--- src/rtl/vga_capture_if.sv ---
// vga_capture_if: sampled VGA input stream and recovered pixel/status outputs
interface vga_capture_if;
    logic        pix_en;
    logic        hSync;
    logic        vSync;
    logic [11:0] rgb;
    logic        pix_valid;
    logic [9:0]  x;
    logic [8:0]  y;
    logic [18:0] pix_addr;
    logic [11:0] pix_data;
    logic        frame_start;
    logic        locked;
    logic [7:0]  err_cnt;

    modport master (
        output pix_en, hSync, vSync, rgb,
        input  pix_valid, x, y, pix_addr, pix_data, frame_start, locked, err_cnt
    );

    modport slave (
        input  pix_en, hSync, vSync, rgb,
        output pix_valid, x, y, pix_addr, pix_data, frame_start, locked, err_cnt
    );
endinterface

--- src/rtl/vga_capture.sv ---
// vga_capture: samples a VGA stream on pix_en, recovers pixel coordinates and tracks lock and length errors
module vga_capture #(
    parameter int WIDTH    = 640,
    parameter int HEIGHT   = 480,
    parameter int H_BACK   = 48,
    parameter int H_TOTAL  = 800,
    parameter int V_BACK   = 33,
    parameter int V_TOTAL  = 525,
    parameter bit SYNC_POL = 1'b0
) (
    input logic clk,
    input logic reset,
    vga_capture_if.slave vid
);
    typedef enum logic [1:0] {SEARCH, MEASURE, LOCKED} state_t;
    state_t state, state_nx;
    logic [1:0] rst_q;
    logic rst_s;
    logic hs_prev, vs_prev, vpend;
    logic [9:0] hcnt, vcnt, hc_cur, vc_cur, x_n;
    logic [8:0] y_n;
    logic h_edge, v_edge, fb, err, emit;

    assign rst_s = rst_q[1];
    assign vid.locked = state == LOCKED;

    // reset asserts immediately, releases two clk edges later
    always_ff @(posedge clk or negedge reset)
        if (!reset) rst_q <= '0;
        else rst_q <= {rst_q[0], 1'b1};

    // the sample carrying an hSync trailing edge is slot 0; counts describe the current sample
    always_comb begin
        h_edge = vid.pix_en && hs_prev && (vid.hSync != SYNC_POL);
        v_edge = vid.pix_en && vs_prev && (vid.vSync != SYNC_POL);
        fb = h_edge && (vpend || v_edge);
        hc_cur = h_edge ? 10'd0 : (&hcnt ? hcnt : hcnt + 10'd1);
        vc_cur = fb ? 10'd0 : h_edge ? (&vcnt ? vcnt : vcnt + 10'd1) : vcnt;
        err = (state != SEARCH) && ((h_edge && ({1'b0, hcnt} + 11'd1 != 11'(H_TOTAL))) ||
                                    (fb && ({1'b0, vcnt} + 11'd1 != 11'(V_TOTAL))));
        emit = vid.pix_en && (state == LOCKED) &&
               hc_cur >= 10'(H_BACK) && hc_cur < 10'(H_BACK + WIDTH) &&
               vc_cur >= 10'(V_BACK) && vc_cur < 10'(V_BACK + HEIGHT);
        x_n = hc_cur - 10'(H_BACK);
        y_n = 9'(vc_cur - 10'(V_BACK));
        state_nx = err ? SEARCH : !fb ? state : (state == SEARCH) ? MEASURE : LOCKED;
    end

    // sync history and position counters, advanced only on pix_en samples
    always_ff @(posedge clk or negedge rst_s)
        if (!rst_s) begin
            hs_prev <= 1'b0;
            vs_prev <= 1'b0;
            vpend <= 1'b0;
            hcnt <= '0;
            vcnt <= '0;
        end else if (vid.pix_en) begin
            hs_prev <= vid.hSync == SYNC_POL;
            vs_prev <= vid.vSync == SYNC_POL;
            vpend <= !h_edge && (vpend || v_edge);
            hcnt <= hc_cur;
            vcnt <= vc_cur;
        end

    // lock state and saturating length-error count
    always_ff @(posedge clk or negedge rst_s)
        if (!rst_s) begin
            state <= SEARCH;
            vid.err_cnt <= '0;
        end else begin
            state <= state_nx;
            if (err && !(&vid.err_cnt)) vid.err_cnt <= vid.err_cnt + 8'd1;
        end

    // registered pixel stream; coordinates and colour hold between pulses
    always_ff @(posedge clk or negedge rst_s)
        if (!rst_s) begin
            vid.pix_valid <= 1'b0;
            vid.frame_start <= 1'b0;
            vid.x <= '0;
            vid.y <= '0;
            vid.pix_addr <= '0;
            vid.pix_data <= '0;
        end else begin
            vid.pix_valid <= emit;
            vid.frame_start <= emit && x_n == 10'd0 && y_n == 9'd0;
            if (emit) begin
                vid.x <= x_n;
                vid.y <= y_n;
                vid.pix_addr <= 19'(x_n) + 19'(WIDTH) * 19'(y_n);
                vid.pix_data <= vid.rgb;
            end
        end
endmodule

--- src/flat_wrapper.sv ---
// flat-port wrapper written by rule: the top's interface ports become plain ports
module vga_capture_flat 
#(
    parameter int WIDTH    = 640,
    parameter int HEIGHT   = 480,
    parameter int H_BACK   = 48,
    parameter int H_TOTAL  = 800,
    parameter int V_BACK   = 33,
    parameter int V_TOTAL  = 525,
    parameter bit SYNC_POL = 1'b0
)
  (clk, reset, vid_pix_en, vid_hSync, vid_vSync, vid_rgb, vid_pix_valid, vid_x, vid_y, vid_pix_addr, vid_pix_data, vid_frame_start, vid_locked, vid_err_cnt);
  vga_capture_if vid_i ();
  input logic clk;
  input logic reset;
  input wire logic [$bits(vid_i.pix_en)-1:0] vid_pix_en;
  input wire logic [$bits(vid_i.hSync)-1:0] vid_hSync;
  input wire logic [$bits(vid_i.vSync)-1:0] vid_vSync;
  input wire logic [$bits(vid_i.rgb)-1:0] vid_rgb;
  output wire logic [$bits(vid_i.pix_valid)-1:0] vid_pix_valid;
  output wire logic [$bits(vid_i.x)-1:0] vid_x;
  output wire logic [$bits(vid_i.y)-1:0] vid_y;
  output wire logic [$bits(vid_i.pix_addr)-1:0] vid_pix_addr;
  output wire logic [$bits(vid_i.pix_data)-1:0] vid_pix_data;
  output wire logic [$bits(vid_i.frame_start)-1:0] vid_frame_start;
  output wire logic [$bits(vid_i.locked)-1:0] vid_locked;
  output wire logic [$bits(vid_i.err_cnt)-1:0] vid_err_cnt;
  assign vid_i.pix_en = vid_pix_en;
  assign vid_i.hSync = vid_hSync;
  assign vid_i.vSync = vid_vSync;
  assign vid_i.rgb = vid_rgb;
  assign vid_pix_valid = vid_i.pix_valid;
  assign vid_x = vid_i.x;
  assign vid_y = vid_i.y;
  assign vid_pix_addr = vid_i.pix_addr;
  assign vid_pix_data = vid_i.pix_data;
  assign vid_frame_start = vid_i.frame_start;
  assign vid_locked = vid_i.locked;
  assign vid_err_cnt = vid_i.err_cnt;
  vga_capture #(.WIDTH(WIDTH), .HEIGHT(HEIGHT), .H_BACK(H_BACK), .H_TOTAL(H_TOTAL), .V_BACK(V_BACK), .V_TOTAL(V_TOTAL), .SYNC_POL(SYNC_POL)) u_core (.clk(clk), .reset(reset), .vid(vid_i));
endmodule
--- config.mk ---
export PLATFORM = sky130hd
export DESIGN_NAME = vga_capture_flat
export DESIGN_NICKNAME = d
export VERILOG_FILES = /design/src/rtl/vga_capture_if.sv /design/src/rtl/vga_capture.sv /design/src/flat_wrapper.sv
export SDC_FILE = /design/constraint.sdc
export NUM_CORES = 1
export LEC_CHECK = 0
export ABC_AREA = 0
export CAP_MARGIN = 20
export CORE_MARGIN = 4
export CORE_UTILIZATION = 49
export DETAILED_ROUTE_END_ITERATION = 8
export PLACE_DENSITY_LB_ADDON = 0.3
export SYNTH_ARGS = -nofsm -noshare
export SYNTH_HDL_FRONTEND = slang
export SYNTH_SLANG_ARGS = --single-unit
--- constraint.sdc ---
create_clock -name clk -period 2.35 [get_ports clk]
set_input_delay 0.47 -clock clk [delete_from_list [all_inputs] [get_ports clk]]
set_output_delay 0.47 -clock clk [all_outputs]
set_load 0.02 [all_outputs]
# Word-level counts from Yosys, hierarchy flattened
# Cells that the tools add are included.
totals:
  register_bits: 87
  in_bits: 17
  output_inout_bits: 61
  wordCells: 69
op_classes:
  addsub: 8
  n_mul: 1
  order_cmp: 4
  n_eq_ne: 3
  n_mux: 8
  bitwise_logic: 2
  reduce_logical: 29
ops:
  columns: ["operator", "n"]
  rows:
  - ["$mux 10", 5]
  - ["$add 10x1->11 const B", 2]
  - ["$ne 11x10->1 const B", 2]
  - ["$add 10x1->10 const B", 2]
  - ["$ge 10x6->1 const B", 2]
  - ["$lt 10x10->1 const B", 2]
  - ["$reduce_and 10->1", 2]
  - ["$add 10x19->19", 1]
  - ["$logic_and 1x1->1", 17]
  - ["$mul 3x9->12 const A", 1]
  - ["$logic_not 10->1", 1]
  - ["$sub 10x6->10 const B", 1]
  - ["$logic_not 9->1", 1]
  - ["$sub 9x6->9 const B", 1]
  - ["$add 8x1->8 const B", 1]
  - ["$reduce_and 8->1", 1]
  - ["$mux 2", 3]
  - ["$reduce_bool 2->1", 2]
  - ["$eq 2x2->1 const B", 1]
  - ["$logic_not 1->1", 2]
  - ["$logic_not 2->1", 1]
  - ["$logic_or 1x1->1", 2]
  - ["$not 1->1", 2]

# Longest topological paths before layout
logic_depth:
  ltp_word: 10
  ltp_mapped: 22
  depth_no_buf: 21

# Worst setup path before layout
# Ideal clock, no wire load.
synth_timing:
  path_type: "input to register"
  start: "in vid_pix_en"
  end: "reg u_core.vid.pix_addr[17]"
  setup_ps: 124
  arrival_time_ps: 5090
  t_required_ps: 2226
  setup_slack_ps: -2864
  stages: 21
  path_buffers: 2
  cell_sequence: "buf_4 nand3_2 buf_2 a31oi_1 xnor2_1 nor2_1 inv_1 ha_1 o31ai_1 nor3b_1 xnor2_1 ha_1 fa_1 a21o_1 a21oi_1 xor2_1 nor3_1 nand3_1 or4b_2 and4_1 o31a_1"
synth_via:
  elab_chain_len: 8
  elab_cells_between_ends: 22
  cone_classes: "add/sub (3); mul (1); order compare (4); mux (3); reduce/logical (11)"
synth_lines:
  columns: ["element", "line_no", "rtl"]
  rows:
  - ["start: declaration", "flat_wrapper.sv:16", "input wire logic [$bits(vid_i.pix_en)-1:0] vid_pix_en;"]
  - ["$logic_and 1x1->1 (2 in series)", "vga_capture.sv:35", "v_edge = vid.pix_en && vs_prev && (vid.vSync != SYNC_POL);"]
  - ["$logic_or 1x1->1", "vga_capture.sv:36", "fb = h_edge && (vpend || v_edge);"]
  - ["$logic_and 1x1->1", "vga_capture.sv:36", null]
  - ["$mux 10 (*)", "vga_capture.sv:38", "vc_cur = fb ? 10'd0 : h_edge ? (&vcnt ? vcnt : vcnt + 10'd1) : vcnt;"]
  - ["named net u_core.vc_cur[0]", "vga_capture.sv:20", "logic [9:0] hcnt, vcnt, hc_cur, vc_cur, x_n;"]
  - ["$sub 9x6->9 (*)", "vga_capture.sv:45", "y_n = 9'(vc_cur - 10'(V_BACK));"]
  - ["named net u_core.y_n[0]", "vga_capture.sv:21", "logic [8:0] y_n;"]
  - ["$mul 3x9->12 (*)", "vga_capture.sv:90", "vid.pix_addr <= 19'(x_n) + 19'(WIDTH) * 19'(y_n);"]
  - ["$add 10x19->19 (*)", "vga_capture.sv:90", null]
  - ["end signal: assignment", "vga_capture.sv:90", null]
  - ["end: declaration", "vga_capture_if.sv:23", "output pix_valid, x, y, pix_addr, pix_data, frame_start, locked, err_cnt"]
# The timed path passes the listed nets; every way through them passes the cells marked *.
# A chain may end at the register's enable or synchronous reset.

# Final worst setup path
layout_timing:
  start: "reg u_core.vcnt[0]"
  end: "reg u_core.vid.pix_addr[17]"
layout_via:
  elab_chain_len: 7
  elab_cells_between_ends: 12
  cone_classes: "add/sub (3); mul (1); order compare (2); mux (3); reduce/logical (3)"
layout_lines:
  columns: ["element", "line_no", "rtl"]
  rows:
  - ["start: declaration", "vga_capture.sv:20", null]
  - ["start signal: assignment", "vga_capture.sv:62", "vcnt <= vc_cur;"]
  - ["$add 10x1->10 / $reduce_and 10->1 (equally long branches)", "vga_capture.sv:38", null]
  - ["$mux 10", "vga_capture.sv:38", null]
  - ["$mux 10 (*) (2 in series)", "vga_capture.sv:38", null]
  - ["$sub 9x6->9 (*)", "vga_capture.sv:45", null]
  - ["named net u_core.y_n[6]", "vga_capture.sv:21", null]
  - ["$mul 3x9->12 (*)", "vga_capture.sv:90", null]
  - ["$add 10x19->19 (*)", "vga_capture.sv:90", null]
# Marks and branches as above.

==> impl_metrics.yaml <==
timing:
  hold_violations: 0
  final_critical_path_setup_slack_ps: -2375
  finalWorstPathRequiredPeriod_ps: 4725
  worst_tran_pin_value_ps: 636.4
  timing.hold.ws_ps: 240.3
  final_max_slew_viol_count: 0
  post-route-period-util_pct: 201.1
  setup_viol: 56
  unrepaired_setup_endpoints_after_global_routing: "yes"
  timing.fmax_mhz: 211.6
  skew_ps: 7.947
  timing.max_slew.rel_slack_pct: 57.57
power:
  worst_ir_drop_vdd_v: 0.001529
  switching_power_w: 0.004555
  totalPowerFinal_w: 0.01051
  cell_internal_pwr_w: 0.005958
  power.combinational.fraction_pct: 75.4
  power.density_cell_area_nw_per_um2: 1285
  power.share.clock_pct: 9.3
  leakage_nw: 3.791
  sequential_cell_fraction_of_total_power_pct: 15.3
  power.share.switching_pct: 43.33
clocking:
  clock_path_buffers: 2
  clk_pin_slew_worst_paths_ps: 90
  worst_skew_late_latency_ps: 390
  cts_sinks: 80
  root_buffer: "sky130_fd_sc_hd__clkbuf_8"
  cts_made_buffers: 9
  cts_htree_levels: 3
  tritoncts: "yes"
cells_and_area:
  area_growth_syn_to_layout_pct: 67.45
  final-instance-count-excl-fill: 887
  final_nets: 791
  antenna_cells_inserted: 0
  fillCellCount: 522
  post_route_cells_drive_above_1_share_pct: 46.82
critical_path:
  reg2regPathDepth: 22
  cp_slowest_stage_delay_ps: 510
  startpoint_type: "flop"
  cp_cell_sequence: "ha_2 -> and2_4 -> a31oi_4 -> nor2_2 -> a21oi_2 -> nor2_2 -> inv_2 -> ha_4 -> o31ai_4 -> buf_4 -> and4bb_2 -> nor2_2 -> xnor2_2 -> ha_1 -> ha_4 -> a21oi_4 -> xor2_2 -> nor3_2 -> nand3_2 -> or4b_4 -> and4_1 -> o31a_1"
  crit_path_most_repeated_cell: "sky130_fd_sc_hd__nor2_2"
  worst_ep_required_time_ps: 2620
  source_of_the_worst_register_to_register_timing_path: "u_core.vcnt[0]"
  timing.reg2reg.setup_slack_ps: -2370
  cp_max_fo: 5
  timing.critical_path.to_type: "flop"
  critical_path.reg2reg.endpoint: "u_core.vid.pix_addr[17]"
  setup.worst_path.class: "flop to flop"
  critical_path_slowest_stage_cell: "sky130_fd_sc_hd__or4b_4"
  cp_data_arrival_time_ps: 5000
detailed_routing:
  route.final.wire_length_mm: 19.73
  first_drt_pass_iteration_count: 5
  antenna_violating_nets_post_route: 0
  vias: 5317
  first_iter_violations: 421
  drc: 0
  routed_wire_length_per_instance_um: 22.24
  post_drt_via_cell_ratio: 5.994
floorplan:
  fp.dieH_um: 107.9
  start_util_pct: 50.22
  die_x_extent_um: 107.9
  core.rowCount: 36
  ios: 78
  die_area_um2: 11630
  coreArea_um2: 9729
yosys:
  post_synth_main_area_contributors: "sky130_fd_sc_hd__dfrtp_1 (41%), sky130_fd_sc_hd__ha_1 (5.9%), sky130_fd_sc_hd__mux2_1 (5.1%)"
  post-synth-top-count-cell: "sky130_fd_sc_hd__dfrtp_1"
  synthesis.area_per_instance_um2: 9.891
  ys_top_cells_by_count: "sky130_fd_sc_hd__dfrtp_1 (80), sky130_fd_sc_hd__nand2_1 (48), sky130_fd_sc_hd__o21ai_0 (34), sky130_fd_sc_hd__xnor2_1 (24), sky130_fd_sc_hd__ha_1 (23)"
  syn_area_um2: 4886
  synth_flop_cell: "sky130_fd_sc_hd__dfrtp_1"
  syn_nets: 536
  post_synth_inst_count: 494
  post-synth-top-area-fraction_pct: 40.97
  synth-async-reset-ratio_pct: 100.0
  synth_top_cell_by_area: "sky130_fd_sc_hd__dfrtp_1"
  synth_edf_count: 0
  synth_cell_types: 70
  synth.ff_latch_count: 80
  ys_seq_area_share_pct: 40.97
  yosysWarningCount: 0
global_routing:
  grt_max_degree: 47
  wire_length_of_the_first_global_routing_pass_mm: 27.70
  grt_pass1_vias: 5369
  total_routing_usage_gr_pct: 31.26
  antenna_violations_before_repair: 0
  globalRouteOverflowTotal: 0
placement:
  gp_routability_congestion: 0.8971
  detailed_place_hpwl_mm: 11.17
  port_buffers: 77
  dp.cells: 834
outcome:
  violations: "negative setup slack"
  result_of_the_run: "finished, violations left"
min_path:
  hold_path.class: "input port to asynchronous set/reset pin"
run:
  max-cap-violations: 0
[worst max-delay path, delay by kind of cell (launching register included)]
family	cells	cell delay (ps)
and+or+nand+nor	9	1740
adders and majority gates	4	990
AOI/OAI and AO/OA	5	800
xor gates and xnor gates	2	440
DFF	1	400
buffers and inverters	2	240
[logic make-up (layout without fill, tap and decap cells)]
logic type	after synthesis	in the layout	synth area share, %
adder cells (fa/ha/maj)	25	25	6.709
other	1	1	0.07675
AND/OR/NAND/NOR	161	161	17.82
XOR/XNOR	37	37	6.786
buffers and inverters	48	308	4.865
AO/OA/AOI/OAI	109	109	15.26
multiplexers	33	33	7.503
flip-flops	80	80	40.97
[worst max path at each step]
stage	start	cells after the start	to	slack [ps]
finish	u_core.vcnt[0]	22	u_core.vid.pix_addr[17]	-2370
global route	u_core.vcnt[0]	22	u_core.vid.pix_addr[17]	-2510
CTS	u_core.vcnt[0]	21	u_core.vid.pix_addr[17]	-2140
detailed placement	vid_pix_en	21	u_core.vid.pix_addr[17]	-2640
global placement	vid_pix_en	19	u_core.vid.pix_addr[17]	-2460
floorplan	u_core.vcnt[0]	20	u_core.vid.pix_addr[17]	-2130
[metrics by stage]
step,cell area (um^2),utilization [%],setup WS [ps],TNS (ps)
final,8182,84.09,-2375,-55130
after global routing,8182,84.09,-2509,-61820
after detailed placement,7171,73.70,-2638,-68970
after CTS,7940,81.61,-2142,-47040
after global placement,7171,73.70,-2463,-61010
after floorplan,5248,-,-2129,-39350
[power by group through the flow]
| stage | Combinational [W] | Sequential (W) | Clock (W) |
|---|---|---|---|
| 2_1_floorplan | 0.00317 | 0.00165 | 0 |
| 5_1_grt | 0.00835 | 0.00163 | 0.00103 |
| 4_1_cts | 0.00670 | 0.00160 | 0.000978 |
| 3_5_place_dp | 0.00557 | 0.00163 | 0 |
| 6_report | 0.00793 | 0.00161 | 0.000977 |
| 3_3_place_gp | 0.00539 | 0.00162 | 0 |
[sequential cells by signal, summed over array words and instances (netlist names)]
register and flops:
u_core.vs_prev 1, u_core.vid.x 3, u_core.hs_prev 1, u_core.vid.y 9
u_core.vid.err_cnt 8, u_core.hcnt 10, u_core.state 2, u_core.vpend 1
u_core.vid.pix_data 12, u_core.vid.pix_valid 1, u_core.vid.pix_addr 19, u_core.vcnt 10
u_core.vid.frame_start 1, u_core.rst_q 2
[layout make-up]
type	count	area (um^2)	area share, %
Tap cell	133	166.4	2.034
Clock buffer	9	123.9	1.514
Inverter	20	77.57	0.9482
Sequential cell	80	2007	24.53
Clock inverter	7	56.30	0.6882
Timing Repair Buffer	272	2394	29.26
Multi-Input combinational cell	366	3357	41.03
[repair_timing]
item / 4_1_cts / 5_1_grt
hold buffers: 0 / 0
gates cloned: 1 / 0
setup buffers: 42 / 5
gates resized for setup: 73 / 68
setup endpoints to repair: 54 / 56
pin swaps: 23 / 35
endpoints found under the hold margin: 0 / 0
[routing by layer]
metal  GRT usage (%)  share of wire (%)
met5               0                  0
met4           13.07                6.0
met3           7.618                6.0
met2           56.13                 53
met1           35.17                 35
[layout by cell type (no fill, tap or decap), types with 13 or more instances in the layout]
| cell | count |
|---|---|
| sky130_fd_sc_hd__buf_4 | 163 |
| sky130_fd_sc_hd__dfrtp_1 | 78 |
| sky130_fd_sc_hd__clkdlybuf4s50_1 | 75 |
| sky130_fd_sc_hd__nand2_1 | 32 |
| sky130_fd_sc_hd__buf_6 | 25 |
| sky130_fd_sc_hd__mux2_4 | 23 |
| sky130_fd_sc_hd__xnor2_1 | 18 |
| sky130_fd_sc_hd__inv_1 | 17 |
| sky130_fd_sc_hd__o21ai_1 | 15 |
| sky130_fd_sc_hd__nor2_1 | 15 |
| sky130_fd_sc_hd__nand3_1 | 14 |
| sky130_fd_sc_hd__o21ai_0 | 14 |
| sky130_fd_sc_hd__ha_1 | 13 |
Power figures use the tool's default switching activity.
